==> config.mk <==
export PLATFORM = sky130hd
export DESIGN_NAME = fetch_unit_flat
export DESIGN_NICKNAME = d
export VERILOG_FILES = /design/src/rtl/fetch_unit_if.sv /design/src/rtl/fetch_unit.sv /design/src/flat_wrapper.sv
export SDC_FILE = /design/constraint.sdc
export NUM_CORES = 1
export LEC_CHECK = 0
export ABC_CLOCK_PERIOD_IN_PS = 7400
export CORE_ASPECT_RATIO = 1.5
export CORE_UTILIZATION = 35
export DETAILED_ROUTE_END_ITERATION = 10
export DONT_BUFFER_PORTS = 1
export GPL_TIMING_DRIVEN = 0
export HOLD_SLACK_MARGIN = 0.1
export PLACE_DENSITY_LB_ADDON = 0.25
export REMOVE_ABC_BUFFERS = 1
export SYNTH_ARGS = -nofsm -noshare
export SYNTH_HDL_FRONTEND = slang
export SYNTH_SLANG_ARGS = --single-unit
==> constraint.sdc <==
create_clock -name clk -period 7.4 [get_ports clk]
set_input_delay 1.48 -clock clk [delete_from_list [all_inputs] [get_ports clk]]
set_output_delay 1.48 -clock clk [all_outputs]
set_load 0.05 [all_outputs]
==> src/rtl/fetch_unit_if.sv <==
// fetch_unit_if: groups the redirect, instruction-memory and decode signals of
// the fetch stage. The master side is the fetch unit; the slave side is the
// surrounding core / memory / test environment.
//
// Decode handshake: a transfer happens on every rising clk edge where
// dec_valid && dec_ready. While dec_valid && !dec_ready, dec_instr and dec_pc
// hold their values. dec_valid drops without a transfer only when a redirect
// or reset flushes the buffer. dec_ready may be driven independently of
// dec_valid.
interface fetch_unit_if #(
  parameter int N_REDIR = 2
);
  logic [N_REDIR-1:0]    redir_valid;
  logic [32*N_REDIR-1:0] redir_pc;
  logic                  imem_req;
  logic [31:0]           imem_addr;
  logic [31:0]           imem_rdata;
  logic                  dec_valid;
  logic                  dec_ready;
  logic [31:0]           dec_instr;
  logic [31:0]           dec_pc;
  logic                  misalign_exc;
  logic [31:0]           misalign_pc;

  modport master (
    input  redir_valid, redir_pc, imem_rdata, dec_ready,
    output imem_req, imem_addr, dec_valid, dec_instr, dec_pc,
           misalign_exc, misalign_pc
  );

  modport slave (
    output redir_valid, redir_pc, imem_rdata, dec_ready,
    input  imem_req, imem_addr, dec_valid, dec_instr, dec_pc,
           misalign_exc, misalign_pc
  );
endinterface

==> src/rtl/fetch_unit.sv <==
// fetch_unit: instruction-fetch stage. Owns the PC, issues one read per cycle
// to a synchronous instruction memory (one cycle latency), buffers returned
// instructions with their PC in a small FIFO and hands them to decode.
// Any redirect flushes the FIFO and discards the in-flight response.
//
// Build option: define FETCH_ALIGN_CHECK_EN to trap misaligned redirect
// targets (sets misalign_exc/misalign_pc and stalls fetch until the next
// aligned redirect). Without it, targets have bits [1:0] cleared and the
// misalign outputs are tied to zero.
module fetch_unit #(
  parameter logic [31:0] RESET_PC   = 32'h0000_0000,
  parameter int          IBUF_DEPTH = 2,
  parameter int          N_REDIR    = 2
) (
  input logic        clk,
  input logic        rst,
  fetch_unit_if.master bus
);

  localparam int PW = (IBUF_DEPTH > 1) ? $clog2(IBUF_DEPTH) : 1;
  localparam int CW = $clog2(IBUF_DEPTH + 1);

  logic [31:0]   pc;
  logic [31:0]   inflight_pc;
  logic          inflight;
  logic          exc;
  logic [CW-1:0] count;
  logic [PW-1:0] rd_ptr;
  logic [PW-1:0] wr_ptr;
  logic [31:0]   buf_pc    [IBUF_DEPTH];
  logic [31:0]   buf_instr [IBUF_DEPTH];

  logic          redirect;
  logic          pop;
  logic          issue;
  logic [31:0]   tgt_raw;
  logic [31:0]   tgt_pc;
  logic [CW:0]   occupancy;

`ifdef FETCH_ALIGN_CHECK_EN
  logic [31:0]   misalign_pc_q;
  logic          tgt_misaligned;
`endif

  // Redirect target select: walk from the highest index down so the lowest
  // set index is the last (winning) assignment.
  always_comb begin
    tgt_raw = '0;
    for (int i = N_REDIR - 1; i >= 0; i--) begin
      if (bus.redir_valid[i]) tgt_raw = bus.redir_pc[32*i +: 32];
    end
  end

  assign redirect = |bus.redir_valid;

`ifdef FETCH_ALIGN_CHECK_EN
  assign tgt_pc         = tgt_raw;
  assign tgt_misaligned = (tgt_raw[1:0] != 2'b00);
`else
  assign tgt_pc         = tgt_raw & 32'hFFFF_FFFC;
`endif

  // A request is only issued if its response is guaranteed a FIFO slot,
  // counting the response already in flight and this cycle's pop.
  assign pop       = (count != '0) && bus.dec_ready;
  assign occupancy = (CW+1)'(count) + (CW+1)'(inflight) - (CW+1)'(pop);
  assign issue     = !rst && !exc && !redirect &&
                     (occupancy < (CW+1)'(IBUF_DEPTH));

  // PC, FIFO pointers/count, in-flight tracking and exception state.
  // A redirect takes priority over both push and pop.
  always_ff @(posedge clk) begin
    if (rst) begin
      pc          <= RESET_PC;
      inflight    <= 1'b0;
      inflight_pc <= '0;
      exc         <= 1'b0;
      count       <= '0;
      rd_ptr      <= '0;
      wr_ptr      <= '0;
`ifdef FETCH_ALIGN_CHECK_EN
      misalign_pc_q <= '0;
`endif
    end else if (redirect) begin
      pc       <= tgt_pc;
      inflight <= 1'b0;
      count    <= '0;
      rd_ptr   <= '0;
      wr_ptr   <= '0;
`ifdef FETCH_ALIGN_CHECK_EN
      if (tgt_misaligned) begin
        exc           <= 1'b1;
        misalign_pc_q <= tgt_raw;
      end else begin
        exc <= 1'b0;
      end
`endif
    end else begin
      if (inflight) wr_ptr <= wr_ptr + 1'b1;
      if (pop)      rd_ptr <= rd_ptr + 1'b1;
      count    <= count + CW'(inflight) - CW'(pop);
      inflight <= issue;
      if (issue) begin
        inflight_pc <= pc;
        pc          <= pc + 32'd4;
      end
    end
  end

  // FIFO storage: capture the memory response tagged with its PC unless a
  // redirect or reset kills it this cycle.
  always_ff @(posedge clk) begin
    if (!rst && !redirect && inflight) begin
      buf_pc[wr_ptr]    <= inflight_pc;
      buf_instr[wr_ptr] <= bus.imem_rdata;
    end
  end

  assign bus.imem_req  = issue;
  assign bus.imem_addr = pc;
  assign bus.dec_valid = (count != '0);
  // Storage is not reset; gating keeps the head outputs at zero when empty.
  assign bus.dec_instr = bus.dec_valid ? buf_instr[rd_ptr] : '0;
  assign bus.dec_pc    = bus.dec_valid ? buf_pc[rd_ptr]    : '0;

`ifdef FETCH_ALIGN_CHECK_EN
  assign bus.misalign_exc = exc;
  assign bus.misalign_pc  = misalign_pc_q;
`else
  assign bus.misalign_exc = 1'b0;
  assign bus.misalign_pc  = '0;
`endif

endmodule

==> src/flat_wrapper.sv <==
// flat-port wrapper written by rule: the top's interface ports become plain ports
module fetch_unit_flat 
#(
  parameter logic [31:0] RESET_PC   = 32'h0000_0000,
  parameter int          IBUF_DEPTH = 2,
  parameter int          N_REDIR    = 2
)
  (clk, rst, bus_redir_valid, bus_redir_pc, bus_imem_rdata, bus_dec_ready, bus_imem_req, bus_imem_addr, bus_dec_valid, bus_dec_instr, bus_dec_pc, bus_misalign_exc, bus_misalign_pc);
  fetch_unit_if #(.N_REDIR(N_REDIR)) bus_i ();
  input logic clk;
  input logic rst;
  input wire logic [$bits(bus_i.redir_valid)-1:0] bus_redir_valid;
  input wire logic [$bits(bus_i.redir_pc)-1:0] bus_redir_pc;
  input wire logic [$bits(bus_i.imem_rdata)-1:0] bus_imem_rdata;
  input wire logic [$bits(bus_i.dec_ready)-1:0] bus_dec_ready;
  output wire logic [$bits(bus_i.imem_req)-1:0] bus_imem_req;
  output wire logic [$bits(bus_i.imem_addr)-1:0] bus_imem_addr;
  output wire logic [$bits(bus_i.dec_valid)-1:0] bus_dec_valid;
  output wire logic [$bits(bus_i.dec_instr)-1:0] bus_dec_instr;
  output wire logic [$bits(bus_i.dec_pc)-1:0] bus_dec_pc;
  output wire logic [$bits(bus_i.misalign_exc)-1:0] bus_misalign_exc;
  output wire logic [$bits(bus_i.misalign_pc)-1:0] bus_misalign_pc;
  assign bus_i.redir_valid = bus_redir_valid;
  assign bus_i.redir_pc = bus_redir_pc;
  assign bus_i.imem_rdata = bus_imem_rdata;
  assign bus_i.dec_ready = bus_dec_ready;
  assign bus_imem_req = bus_i.imem_req;
  assign bus_imem_addr = bus_i.imem_addr;
  assign bus_dec_valid = bus_i.dec_valid;
  assign bus_dec_instr = bus_i.dec_instr;
  assign bus_dec_pc = bus_i.dec_pc;
  assign bus_misalign_exc = bus_i.misalign_exc;
  assign bus_misalign_pc = bus_i.misalign_pc;
  fetch_unit #(.RESET_PC(RESET_PC), .IBUF_DEPTH(IBUF_DEPTH), .N_REDIR(N_REDIR)) u_core (.clk(clk), .rst(rst), .bus(bus_i));
endmodule
# After elaboration in Yosys (flattened, before gate mapping)
# Memories as Yosys holds them, arrays and structs flattened. A register that Yosys moved wholly into a read port is not among the register bits.
# Index checks and enable logic that the tools add are counted.
[totals]
input_bits = 101
register_bits = 69
output_inout_bits = 131
memories = 2
wordCells = 41
ramBits = 128
[memory_table]
columns = ["name", "words", "word_bits", "read_ports", "rd_clocked_by_memory_dff", "write_ports", "line_no", "text"]
rows = [
  ["u_core.buf_instr", 2, 32, 1, 1, 1, "fetch_unit.sv:31", "logic [31:0] buf_instr [IBUF_DEPTH];"],
  ["u_core.buf_pc", 2, 32, 1, 1, 1, "fetch_unit.sv:30", "logic [31:0] buf_pc [IBUF_DEPTH];"],
]
[classes]
order_cmp = 1
mux = 12
n_reduce_logical = 11
n_bitwise = 1
addsub = 7
[op_table]
columns = ["op", "n"]
rows = [
  ["2-to-1 mux 32 bit", 6],
  ["adder 32 x 3 -> 32 bit (second input constant)", 1],
  ["2-to-1 mux 1 bit", 6],
  ["logical AND 1 bit", 4],
  ["nonzero test 2 bit", 2],
  ["adder 2 x 1 -> 3 bit", 1],
  ["< comparator 3 x 2 -> 1 bit (second input constant)", 1],
  ["OR reduction 3 bit", 1],
  ["subtractor 3 x 1 -> 3 bit", 1],
  ["adder 1 bit (second input constant)", 2],
  ["adder 2 x 1 -> 2 bit", 1],
  ["logical NOT 1 bit", 2],
  ["AND reduction 2 bit", 1],
  ["OR reduction 2 bit", 1],
  ["subtractor 2 x 1 -> 2 bit", 1],
  ["NOT 1 bit", 1],
]

# Logic depth before layout (Yosys ltp)
[logic_depth]
word_depth = 7
mapped_depth = 15
depth_no_buf = 14

# Least setup slack after synthesis
# OpenSTA, ideal clock, no wires.
[synth_path]
kind = "input to register"
from = "input port rst"
to = "memory u_core.buf_instr[0][0], enable pin"
arrival_ns = 6.344
setup_ns = 0.558
required_ns = 6.842
slack_ns = 0.498
stages = 4
path_buffers = 2
path_cell_list = "clkbuf_8 -> or3_1 -> clkbuf_1 -> nor3_1"
[synth_via]
elab_chain_len = 5
[synth_rtl]
columns = ["element", "line_no", "text"]
rows = [
  ["from (decl)", "flat_wrapper.sv:11", "input logic rst;"],
  ["logical NOT 1 bit", "fetch_unit.sv:113", "if (!rst && !redirect && inflight) begin"],
  ["logical AND 1 bit (2 in series)", "fetch_unit.sv:113", ""],
  ["2-to-1 mux 1 bit", "fetch_unit.sv:113", ""],
  ["2-to-1 mux 1 bit (implied by the code)", "fetch_unit.sv:115", "buf_instr[wr_ptr] <= bus.imem_rdata;"],
  ["to (decl)", "fetch_unit.sv:31", ""],
]
# Every way passes these cells.

# Final worst setup path
[layout_path]
from = "register u_core.count[1]"
to = "output port bus_imem_req"
[layout_via]
elab_chain_len = 5
word_cells_on_any_way = 6
cone_classes = "2 x add/sub; 1 x order compare; 3 x reduce/logical"
[layout_rtl]
columns = ["element", "line_no", "text"]
rows = [
  ["from (decl)", "fetch_unit.sv:27", "logic [CW-1:0] count;"],
  ["from (signal assigned)", "fetch_unit.sv:101", "count <= count + CW'(inflight) - CW'(pop);"],
  ["nonzero test 2 bit", "-", ""],
  ["via bus_dec_valid", "flat_wrapper.sv:18", "output wire logic [$bits(bus_i.dec_valid)-1:0] bus_dec_valid;"],
  ["logical AND 1 bit", "fetch_unit.sv:65", "assign pop = (count != '0) && bus.dec_ready;"],
  ["via u_core.pop", "fetch_unit.sv:34", "logic pop;"],
  ["subtractor 3 x 1 -> 3 bit", "fetch_unit.sv:66", "assign occupancy = (CW+1)'(count) + (CW+1)'(inflight) - (CW+1)'(pop);"],
  ["< comparator 3 x 2 -> 1 bit", "fetch_unit.sv:68", "(occupancy < (CW+1)'(IBUF_DEPTH));"],
  ["logical AND 1 bit", "fetch_unit.sv:67", "assign issue = !rst && !exc && !redirect &&"],
  ["to (decl)", "flat_wrapper.sv:16", "output wire logic [$bits(bus_i.imem_req)-1:0] bus_imem_req;"],
]
# The timed path passes the listed nets, and every way through them passes these cells.

==> impl_metrics.ini <==
[logic_synthesis]
synth_top_area_cell = sky130_fd_sc_hd__edfxtp_1
ys_top_cells_by_area = sky130_fd_sc_hd__edfxtp_1, sky130_fd_sc_hd__dfxtp_1, sky130_fd_sc_hd__mux2i_1
post_synthesis_cells = 701
compound_gate_portion_of_the_synthesized_area_pct = 8.08
synth_edf_count = 124
ys_seq_elements = 190
yosys.area_share.xor_xnor_pct = 2.64
syn-mean-instance-area_sq_um = 11.8
synth.mux.area_fraction_pct = 7.52
largest_family_of_logic_cells_by_synthesized_area = simple AND/OR/NAND/NOR gates
synthDistinctLibCells = 60
post_synth_and_or_nand_nor_area_fraction_pct = 14.1
netlist_area_sq_um = 8250
synth_sequential_area_ratio_pct = 61.1
synth_fa_ha_area_share_pct = 0.697
most_used_standard_cells_in_the_synthesized_netlist = sky130_fd_sc_hd__edfxtp_1, sky130_fd_sc_hd__nor2_1, sky130_fd_sc_hd__dfxtp_1
asr_flop_ratio_synth_pct = 0
yosysMostFrequentCell = sky130_fd_sc_hd__edfxtp_1
synth-warning-count = 0
synthFlopType = sky130_fd_sc_hd__edfxtp_1
fraction_of_post_synthesis_cell_area_in_the_top_cell_type_by_area_pct = 45.1

[critical_path]
worst_ep_arrival_time_ps = 4830
worst-setup-path-type = flop to output pin
endpoint_kind = output pin
critical_path_required_ps = 5920
worstPathMaxFanout = 60
start_kind = flop

[clock_tree]
number_of_levels_the_h_tree_was_split_into = 4
tritoncts = built
clock_latency_of_the_later_clocked_register_in_the_worst_skew_pair_ps = 440
cts-hold-fix-buffers = 0
clock-root-buffer = sky130_fd_sc_hd__clkbuf_16
cts_max_path_buffers = 2
resized_after_cts = 0
cts_made_buffers = 17
cts_sinks = 190
path_clk_slew_ps = 60
number_of_post_cts_setup_repair_buffers = 0

[timing]
postLayoutSetupSlackWorst_ps = 1090
final-hold-violation-count = 0
setup_violations = 0
finalWorstPathRequiredPeriod_ps = 6310
rsz0062_at_grt = false
final-max-slew-violation-count = 0
worst_pin_slew_ps = 1260
slew_headroom_pct = 15.8
timing.final.crit_share_pct = 85.3
clock-skew-final_ps = 10.4
fmaxAchievable_mhz = 158

[layout]
post_layout_nonfiller_instances = 1023
filler_cell_count = 2245
drive_above_1_share_pct = 8.35
area.growth.synth_to_final_pct = 11.2
nNetsFinal = 799

[floorplanning]
ioPinCount = 232
design.die.area_sq_um = 24200
initial_core_util_pct = 35.8
core_area_sq_um = 23100
die_width_um = 127
rows = 68
die_height_um = 190

[place]
place_ws_ps = 1450
gp_congestion = 0.801
dp_hpwl_mm = 14.2
dp.cells = 990
portBuffers = 0

[detailed_routing]
drc_markers = 0
wire_per_inst_um = 20.0
post_drt_via_cell_ratio = 5.07
routed-via-count = 5182
drt_iter0_drc = 346
antenna_violating_nets_post_route = 0
dr.pass1.iters = 4
totalWireLength_mm = 20.4

[grt]
globalRouteTotalUtil_pct = 17.0
use_met1_pct = 18.0
met2_demand_to_capacity_share_in_global_routing_pct = 29.4
globalRouteMet3Util_pct = 5.40
grt_antenna_before_repair = 2
globalRoute.totalOverflow = 0
largest_net_degree_at_the_start_of_global_routing = 66
gr-max-usage-layer = met2
vias_in_the_first_global_route = 5169
global_route_wire_length_before_repair_mm = 30.1

[outcome]
run_status = finished, final reports clean

[hold_path]
hold_class = flop to flop

[pwr]
vdd.ir_drop.worst_uv = 164
static-leakage-power_nw = 2.93
powerDensity_nw_per_um2 = 249

[flow_run]
drv.max_cap_violation_count = 0
==> worst paths after layout <==
path / from / end / slack (ps) / cells past startpoint
worst max-delay path: u_core.count[1] / bus_imem_req / 1090 / 12
worst min-delay path: u_core.inflight_pc[12] / u_core.buf_pc[0][12] / 460 / 0
worst max register to register: u_core.count[1] / u_core.bus.imem_addr[2] / 2550 / 15
worst min register to register: u_core.inflight_pc[12] / u_core.buf_pc[0][12] / 460 / 0
==> power breakdown <==
part / switching (mW) / leakage (nW) / internal [mW]
clock network: 0.386 / 0.296 / 0.549
registers: 0.0727 / 1.62 / 1.15
logic: 0.0957 / 1.02 / 0.0319
total: 0.554 / 2.93 / 1.73
==> layout make-up <==
cell class              instances  area (sq um)  share of cell area, %
well taps                     315           394                   4.30
clock buffers                  24           504                   5.50
clock inverters                 8           101                   1.10
flip-flops and latches        190          5050                   55.0
multi-input cells             461          2880                   31.4
diodes                          1          2.50                 0.0273
repair buffers                 11           193                   2.10
inverters                      13          48.8                  0.532
==> layer usage <==
metal,routed length [um],share of wire (%)
met4,844,4.1
met2,10400,51
met5,12,0.059
met1,7780,38
met3,1380,6.7
==> cell families (layout without fill, tap and decap cells) <==
family,after synthesis,after routing
other,1,38
buffers and inverters,86,56
xor gates and xnor gates,24,24
adders and majority gates,4,4
and+or+nand+nor,228,228
DFF,190,190
AOI/OAI and AO/OA,106,106
muxes,62,62
==> worst max-delay path: stages (launching register included) <==
cell	delay, ps
sky130_fd_sc_hd__dfxtp_1	380
sky130_fd_sc_hd__nor2_4	520
sky130_fd_sc_hd__buf_16	230
sky130_fd_sc_hd__inv_1	230
sky130_fd_sc_hd__and2_1	280
sky130_fd_sc_hd__ha_1	290
sky130_fd_sc_hd__inv_1	40
sky130_fd_sc_hd__ha_1	190
sky130_fd_sc_hd__fa_1	440
sky130_fd_sc_hd__xnor2_2	220
sky130_fd_sc_hd__nor2_2	340
sky130_fd_sc_hd__nand2_2	270
sky130_fd_sc_hd__inv_2	930
==> registers in the layout, summed over array words and instances (netlist names), named ones only <==
| signal | flops |
|---|---|
| u_core.bus.imem_addr | 30 |
| u_core.inflight_pc | 30 |
| u_core.inflight | 1 |
| u_core.buf_instr | 64 |
| u_core.buf_pc | 60 |
| u_core.wr_ptr | 1 |
| u_core.rd_ptr | 1 |
| u_core.count | 2 |
==> stage by stage <==
stage	power, mW	utilization, %	hold WS (ps)	setup TNS (ps)	instance area (sq um)
2_1_floorplan	1.34	-	425	0	7960
3_3_place_gp	1.36	36.2	432	-213110	8350
3_5_place_dp	1.37	37.2	439	0	8570
4_1_cts	2.31	39.8	457	0	9170
5_1_grt	2.35	39.8	468	0	9170
6_report	2.28	39.8	456	0	9170
==> cells in the final DEF, fill, tap and decap left out, types with 3 or more instances in the layout <==
cell type	count
sky130_fd_sc_hd__a211oi_1	5
sky130_fd_sc_hd__a21oi_1	11
sky130_fd_sc_hd__a22o_1	4
sky130_fd_sc_hd__a22oi_1	13
sky130_fd_sc_hd__a31oi_1	5
sky130_fd_sc_hd__and2_1	8
sky130_fd_sc_hd__and3_1	3
sky130_fd_sc_hd__buf_16	3
sky130_fd_sc_hd__buf_6	4
sky130_fd_sc_hd__buf_8	3
sky130_fd_sc_hd__clkbuf_1	4
sky130_fd_sc_hd__clkbuf_16	19
sky130_fd_sc_hd__conb_1	37
sky130_fd_sc_hd__dfxtp_1	65
sky130_fd_sc_hd__edfxtp_1	124
sky130_fd_sc_hd__ha_1	3
sky130_fd_sc_hd__inv_1	12
sky130_fd_sc_hd__mux2i_1	62
sky130_fd_sc_hd__nand2_1	51
sky130_fd_sc_hd__nand2b_1	29
sky130_fd_sc_hd__nand3_1	17
sky130_fd_sc_hd__nand4_1	10
sky130_fd_sc_hd__nor2_1	78
sky130_fd_sc_hd__nor4_1	4
sky130_fd_sc_hd__o21ai_0	35
sky130_fd_sc_hd__o21ai_1	5
sky130_fd_sc_hd__o22ai_1	15
sky130_fd_sc_hd__or3_1	4
sky130_fd_sc_hd__xnor2_1	10
sky130_fd_sc_hd__xor2_1	13
No activity file was read; power rests on OpenSTA's default activity.
